### src/rtl/regfile8_16b.sv
// -----------------------------------------------------------------------------
// regfile8_16b
//   8-entry x 16-bit register file. It has two combinational read ports, one
//   synchronous write port and a per-register busy scoreboard that the control
//   unit uses to detect hazards.
//   Register r0 always reads as zero and can never be reserved.
//
// Ports
//   clk, rst_n          clock, asynchronous active-low reset
//   ra_addr/ra_data     read port A (write-through bypass from wr_*)
//   rb_addr/rb_data     read port B (write-through bypass from wr_*)
//   wr_en/wr_addr/wr_data   writeback port; also retires the busy bit
//   rsv_en/rsv_addr     reserve request; marks the destination busy
//   ra_busy/rb_busy     busy bit of the register addressed by each read port
//   busy_vec            full scoreboard, bit i = register i busy
//   rsv_err             one-cycle pulse: reserve hit an already-busy register
//   r0_q..r7_q          registered contents, exported to mux8_16b a..h
// -----------------------------------------------------------------------------
module regfile8_16b #(
    parameter int WIDTH = 16,
    parameter int DEPTH = 8
) (
    input  logic             clk,
    input  logic             rst_n,
    input  logic [2:0]       ra_addr,
    input  logic [2:0]       rb_addr,
    output logic [WIDTH-1:0] ra_data,
    output logic [WIDTH-1:0] rb_data,
    input  logic             wr_en,
    input  logic [2:0]       wr_addr,
    input  logic [WIDTH-1:0] wr_data,
    input  logic             rsv_en,
    input  logic [2:0]       rsv_addr,
    output logic             ra_busy,
    output logic             rb_busy,
    output logic [DEPTH-1:0] busy_vec,
    output logic             rsv_err,
    output logic [WIDTH-1:0] r0_q,
    output logic [WIDTH-1:0] r1_q,
    output logic [WIDTH-1:0] r2_q,
    output logic [WIDTH-1:0] r3_q,
    output logic [WIDTH-1:0] r4_q,
    output logic [WIDTH-1:0] r5_q,
    output logic [WIDTH-1:0] r6_q,
    output logic [WIDTH-1:0] r7_q
);

    logic [WIDTH-1:0] regs_r [DEPTH];
    logic [DEPTH-1:0] busy_r;
    logic             rsv_err_r;

    logic [DEPTH-1:0] wr_hit_s;
    logic [DEPTH-1:0] rsv_hit_s;
    logic [DEPTH-1:0] busy_nxt_s;
    logic             rsv_err_nxt_s;
    logic             byp_a_s;
    logic             byp_b_s;

    // One-hot decode of write and reserve targets. Bit 0 never fires, so r0
    // can never be written or marked busy.
    always_comb begin
        wr_hit_s  = {DEPTH{1'b0}};
        rsv_hit_s = {DEPTH{1'b0}};
        for (int i = 1; i < DEPTH; i++) begin
            wr_hit_s[i]  = wr_en  && (wr_addr  == 3'(i));
            rsv_hit_s[i] = rsv_en && (rsv_addr == 3'(i));
        end
    end

    // Scoreboard next state. A reserve takes priority over a same-cycle
    // retire. A reserve is an error only when the target stays busy, meaning
    // no write retires the old producer on the same edge.
    always_comb begin
        busy_nxt_s    = (busy_r & ~wr_hit_s) | rsv_hit_s;
        rsv_err_nxt_s = |(rsv_hit_s & busy_r & ~wr_hit_s);
    end

    // Register array, scoreboard and error pulse.
    always_ff @(posedge clk or negedge rst_n) begin
        if (!rst_n) begin
            for (int i = 0; i < DEPTH; i++) begin
                regs_r[i] <= {WIDTH{1'b0}};
            end
            busy_r    <= {DEPTH{1'b0}};
            rsv_err_r <= 1'b0;
        end else begin
            for (int i = 1; i < DEPTH; i++) begin
                if (wr_hit_s[i]) begin
                    regs_r[i] <= wr_data;
                end
            end
            busy_r    <= busy_nxt_s;
            rsv_err_r <= rsv_err_nxt_s;
        end
    end

    // Write-through bypass detection. It is gated by rst_n so that a write
    // discarded by reset is not visible on the read ports either.
    always_comb begin
        byp_a_s = rst_n && wr_en && (wr_addr != 3'd0) && (wr_addr == ra_addr);
        byp_b_s = rst_n && wr_en && (wr_addr != 3'd0) && (wr_addr == rb_addr);
    end

    // Read ports. A bypassed register has its producer retiring this cycle,
    // so the port reports it as not busy.
    always_comb begin
        ra_data = (ra_addr == 3'd0) ? {WIDTH{1'b0}} :
                  (byp_a_s ? wr_data : regs_r[ra_addr]);
        rb_data = (rb_addr == 3'd0) ? {WIDTH{1'b0}} :
                  (byp_b_s ? wr_data : regs_r[rb_addr]);
        ra_busy = !byp_a_s && busy_r[ra_addr];
        rb_busy = !byp_b_s && busy_r[rb_addr];
    end

    assign busy_vec = busy_r;
    assign rsv_err  = rsv_err_r;
    assign r0_q     = regs_r[0];
    assign r1_q     = regs_r[1];
    assign r2_q     = regs_r[2];
    assign r3_q     = regs_r[3];
    assign r4_q     = regs_r[4];
    assign r5_q     = regs_r[5];
    assign r6_q     = regs_r[6];
    assign r7_q     = regs_r[7];

endmodule

### config.mk
export PLATFORM = sky130hd
export DESIGN_NAME = regfile8_16b
export DESIGN_NICKNAME = d
export VERILOG_FILES = /design/src/rtl/regfile8_16b.sv
export SDC_FILE = /design/constraint.sdc
export NUM_CORES = 1
export LEC_CHECK = 0
export ABC_CLOCK_PERIOD_IN_PS = 3800
export CAP_MARGIN = 20
export CORE_AREA = 8 8 107 147
export CTS_BUF_LIST = sky130_fd_sc_hd__clkbuf_4
export DETAILED_ROUTE_END_ITERATION = 8
export DIE_AREA = 0 0 115 155
export PLACE_DENSITY = 0.84
export SYNTH_ARGS = -nofsm -noshare
export SYNTH_HDL_FRONTEND = slang
export SYNTH_SLANG_ARGS = --single-unit
### constraint.sdc
create_clock -name clk -period 3.8 [get_ports clk]
set_input_delay 0.38 -clock clk [delete_from_list [all_inputs] [get_ports clk]]
set_output_delay 0.38 -clock clk [all_outputs]
set_load 0.05 [all_outputs]
* Word-level counts from Yosys, hierarchy flattened
Index checks and enable logic that the tools add are counted.
Word-level totals: flip-flop bits (word level) 121, bits in latches 0, RAM bits 0, bits in read-only memories 0, input port bits 32, output and inout bits 171, word-level logic and storage cells 76, memories kept 0
Cells by class: add/sub/neg operators 0, multiply operators 0, divide/modulo/power cells 0, $lt $le $gt $ge 4, equal/unequal tests 16, shifts and indexed selects 0, muxes and demuxes 14, bitwise logic cells 7, reduce and logical (&&, ||, !) cells 26
Operator list (number):
- 16-bit 2-to-1 mux | 8
- 16-bit binary-select mux with 3-bit select | 2
- 8-bit AND | 3
- 3-bit == test (second input constant) | 8
- 1-bit logical AND | 20
- 3-bit by 2-bit == test with 1-bit output (second input constant) | 4
- 4-bit greater-or-equal comparator (second input constant) | 2
- 3-bit by 4-bit less-than comparator with 1-bit output (second input constant) | 2
- 3-bit NOT with 4-bit output | 2
- 8-bit NOT | 1
- 8-bit OR | 1
- 8-bit OR reduction | 1
- 1-bit binary-select mux with 3-bit select | 2
- 3-bit by 1-bit == test with 1-bit output (second input constant) | 2
- 3-bit == test | 2
- 3-bit logical NOT | 2
- 3-bit nonzero test | 1
- 1-bit logical NOT | 2
- 1-bit 2-to-1 mux | 2

* Longest topological paths before layout
word-level depth 6, mapped depth 7, mapped depth without buffers 4

* Worst setup path after synthesis
OpenSTA, ideal clock, no wires.
kind input port to output port, start input port ra_addr[2], end output port ra_data[14], arrival 2103 ps, required time 3420 ps, path slack 1317 ps, stages on the path 5, buffers on the path 3, path through buf_2 -> buf_2 -> clkbuf_1 -> mux4_2 -> a21oi_1
Between the ends: cells in the longest elaborated chain, start to end 6, elaborated cells between the ends (all ways) 9, classes of those cells eq/ne (1); mux (5); bitwise (1); reduce/logical (2)
Ends and longest elaborated chain:
- start: declaration | RTL line 25 | input logic [2:0] ra_addr,
- 3-bit NOT with 4-bit output (not written as such) | RTL line 108 | (byp_a_s ? wr_data : regs_r[ra_addr]);
- 16-bit binary-select mux with 3-bit select | RTL line 108
- 16-bit 2-to-1 mux (not written as such) (2 in series) | RTL line 108
- 16-bit 2-to-1 mux | RTL line 108
- 16-bit 2-to-1 mux * | RTL line 107 | ra_data = (ra_addr == 3'd0) ? {WIDTH{1'b0}} :
- end: declaration | RTL line 27 | output logic [WIDTH-1:0] ra_data,
Every way passes the cells marked *; elsewhere a longest branch is shown, timed or not. The select of a mux whose other input is x is not followed.

* Worst setup path in the final report
start input port rb_addr[0], end output port rb_data[0]
Between the ends: cells in the longest elaborated chain, start to end 6, elaborated cells between the ends (all ways) 9, classes of those cells eq/ne (1); mux (5); bitwise (1); reduce/logical (2)
Ends and longest elaborated chain:
- start: declaration | RTL line 26 | input logic [2:0] rb_addr,
- 3-bit NOT with 4-bit output (not written as such) | RTL line 110 | (byp_b_s ? wr_data : regs_r[rb_addr]);
- 16-bit binary-select mux with 3-bit select | RTL line 110
- 16-bit 2-to-1 mux (not written as such) (2 in series) | RTL line 110
- 16-bit 2-to-1 mux | RTL line 110
- 16-bit 2-to-1 mux * | RTL line 109 | rb_data = (rb_addr == 3'd0) ? {WIDTH{1'b0}} :
- end: declaration | RTL line 28 | output logic [WIDTH-1:0] rb_data,
Marks and branches as above.

==> impl_metrics.yaml <==
sta:
  rsz0062_at_grt: "no"
  post-route-period-util: 0.845
  skew_ns: 0.00532
  setup-tns-final_ns: 0
  tightest_slew_ns: 0.990
  drv_slew: 0
  setup_viol: 0
  post-route-min-period_ns: 3.21
  relSlewSlack: 0.340
  hold_viol_final: 0
  fin_ws_ns: 0.588
  timing.hold.ws_ns: 0.468
  fmax_ghz: 0.311
floorplan:
  dieArea_um2: 17800
  rows: 51
  die_y_um: 155
  core_um2: 13700
  io_pins: 203
  die_w_um: 115
  initial_core_util: 0.512
synth:
  syn_inst: 603
  ys.flop_type: "dfrtp_1"
  synth_edf_count: 0
  synth_warnings: 16
  seq_area_frac_synth: 0.429
  synthArstFlopShare: 1.00
  synth_area_um2: 6990
  syn_area_per_cell_um2: 11.6
  synth_cell_types: 38
  synth-seq-cells: 120
clock_tree:
  cts_root_buf: "clkbuf_4"
  ctsResizeCount: 0
  cts.sinks: 120
  cts_max_level: 4
  cts_buffer_depth: 2
  hold_buffers: 1
  clk_pin_slew_ns: 0.12
  cts_made_buffers: 17
  clk_latency_ns: 0.53
  post-cts-setup-buffers: 0
  cts_tree: "done"
setup_path:
  worstPathCellList: "clkdlybuf4s50_1, or2_2, nor2_2, a2111oi_0, nor2_1, buf_4"
  cp_data_required_time_ns: 3.42
  cp-start-kind: "primary input"
  critical_path.top_delay_family: "simple AND/OR/NAND/NOR gates"
  worst-path-buf-inv: 2
  cp-end-kind: "output pin"
  crit_slowest_cell: "nor2_2"
  cp_max_fo: 13
  path_class: "in2out"
  cp.arrival_ns: 2.83
  slowest_delay_ns: 0.72
routing:
  antenna_left: 0
  wl_per_cell_um: 24.3
  drt_wl_total_um: 23800
  drc: 0
  via_per_inst: 6.16
  detail_route.first_pass.iterations: 5
  drtIter0Drc: 436
  num_vias: 6047
placement:
  place_inst: 946
  place_ws_ns: 0.643
  gp_congestion: 0.923
  hpwl_um: 16400
  port-buffer-count: 185
layout:
  fin_cells: 981
  drive_above_1_share: 0.292
  final_core_util: 0.683
  nets: 813
  final_common_cell: "clkdlybuf4s50_1"
  synthToLayoutAreaGrowth_pct: 33.5
  final_cell_mix: "149 x clkdlybuf4s50_1, 120 x dfrtp_1, 113 x mux2_2, 65 x mux2i_1, 61 x nor2_1"
global_routing:
  grt_overflow: 0
  antenna_found_initial: 2
  grt_max_degree: 81
  grt.total_usage: 0.270
  grt_first_pass_wirelength_um: 36400
  grt_pass1_vias: 6269
power_and_ir_drop:
  ir_drop_uv: 375
  p_per_area_nw_per_um2: 631
  power_leakage_nw: 4.00
min_path:
  hold_path_class: "in2async"
job:
  maxCapViolations: 0
status:
  status: "finished, final reports clean"
[where the power goes]
group	internal, mW	leakage (nW)	switching [mW]
sequential	1.55	1.44	0.331
clock	0.391	0.149	0.509
combinational	1.16	2.41	1.95
[layer usage]
layer,GRT usage,wire [um]
met5,0,0
met4,0.168,1290
met3,0.0741,2190
met2,0.441,11900
met1,0.304,8470
[Yosys cell counts (all sizes together) (3+ instances only)]
| cell type | instances | share of area |
|---|---|---|
| a2111oi | 13 | 0.020 |
| a21oi | 38 | 0.027 |
| buf | 52 | 0.048 |
| clkbuf | 9 | 0.0050 |
| dfrtp | 120 | 0.43 |
| inv | 6 | 0.0032 |
| mux2 | 113 | 0.18 |
| mux2i | 65 | 0.093 |
| mux4 | 20 | 0.064 |
| nand2 | 27 | 0.014 |
| nand2b | 3 | 0.0027 |
| nand3 | 6 | 0.0043 |
| nand4 | 3 | 0.0036 |
| nand4b | 3 | 0.0064 |
| nor2 | 62 | 0.033 |
| nor3 | 3 | 0.0029 |
| o21ai | 4 | 0.0029 |
| o22ai | 34 | 0.030 |
| xnor2 | 6 | 0.0075 |
[state kept, by name, indices dropped and copies added, names as in the netlist, 7 cells and up]
name / flops
r5_q: 16
busy_vec: 7
r6_q: 16
r2_q: 16
r1_q: 16
r7_q: 16
r4_q: 16
r3_q: 16
[cell type report]
type / instances / area, um^2
Fill cell: 1030 / 4320
Multi-Input combinational cell: 432 / 3660
Sequential cell: 120 / 3000
Timing Repair Buffer: 204 / 2130
Tap cell: 185 / 231
Clock inverter: 15 / 155
Clock buffer: 17 / 128
Inverter: 6 / 22.5
Antenna cell: 2 / 5.00
[through the flow]
| stage | cell area (um^2) | power [mW] |
|---|---|---|
| 2_1_floorplan | 7050 | 3.83 |
| 3_3_place_gp | 9030 | 4.94 |
| 3_5_place_dp | 9030 | 5.01 |
| 4_1_cts | 9330 | 5.90 |
| 5_1_grt | 9330 | 6.11 |
| 6_report | 9330 | 5.89 |
[worst reg2reg max path: stages (launching register included)]
cell and delay [ns]:
dfrtp_1 0.43, inv_1 0.09, or3_1 0.11, a21oi_1 0.06
or4_1 0.51
[final timing paths]
check | start | end | slack [ns] | cells past startpoint
min reg2reg | r6_q[0] | r6_q[0] | 0.57 | 1
max | rb_addr[0] | rb_data[0] | 0.59 | 6
min in group clk | r6_q[0] | r6_q[0] | 0.57 | 1
max reg2reg | busy_vec[2] | rsv_err | 2.48 | 4
max in group asynchronous | rst_n | r5_q[14] | 1.91 | 4
min | rst_n | r7_q[14] | 0.47 | 3
[cell families after synthesis]
kind of cell	Yosys count	synth area share
simple gates	118	0.0805
mux	198	0.339
flops	120	0.429
other cells	1	0.000536
xor+xnor	6	0.00752
compound gates	93	0.0857
buf+inv	67	0.0567
(Power assumes the default switching activity.)
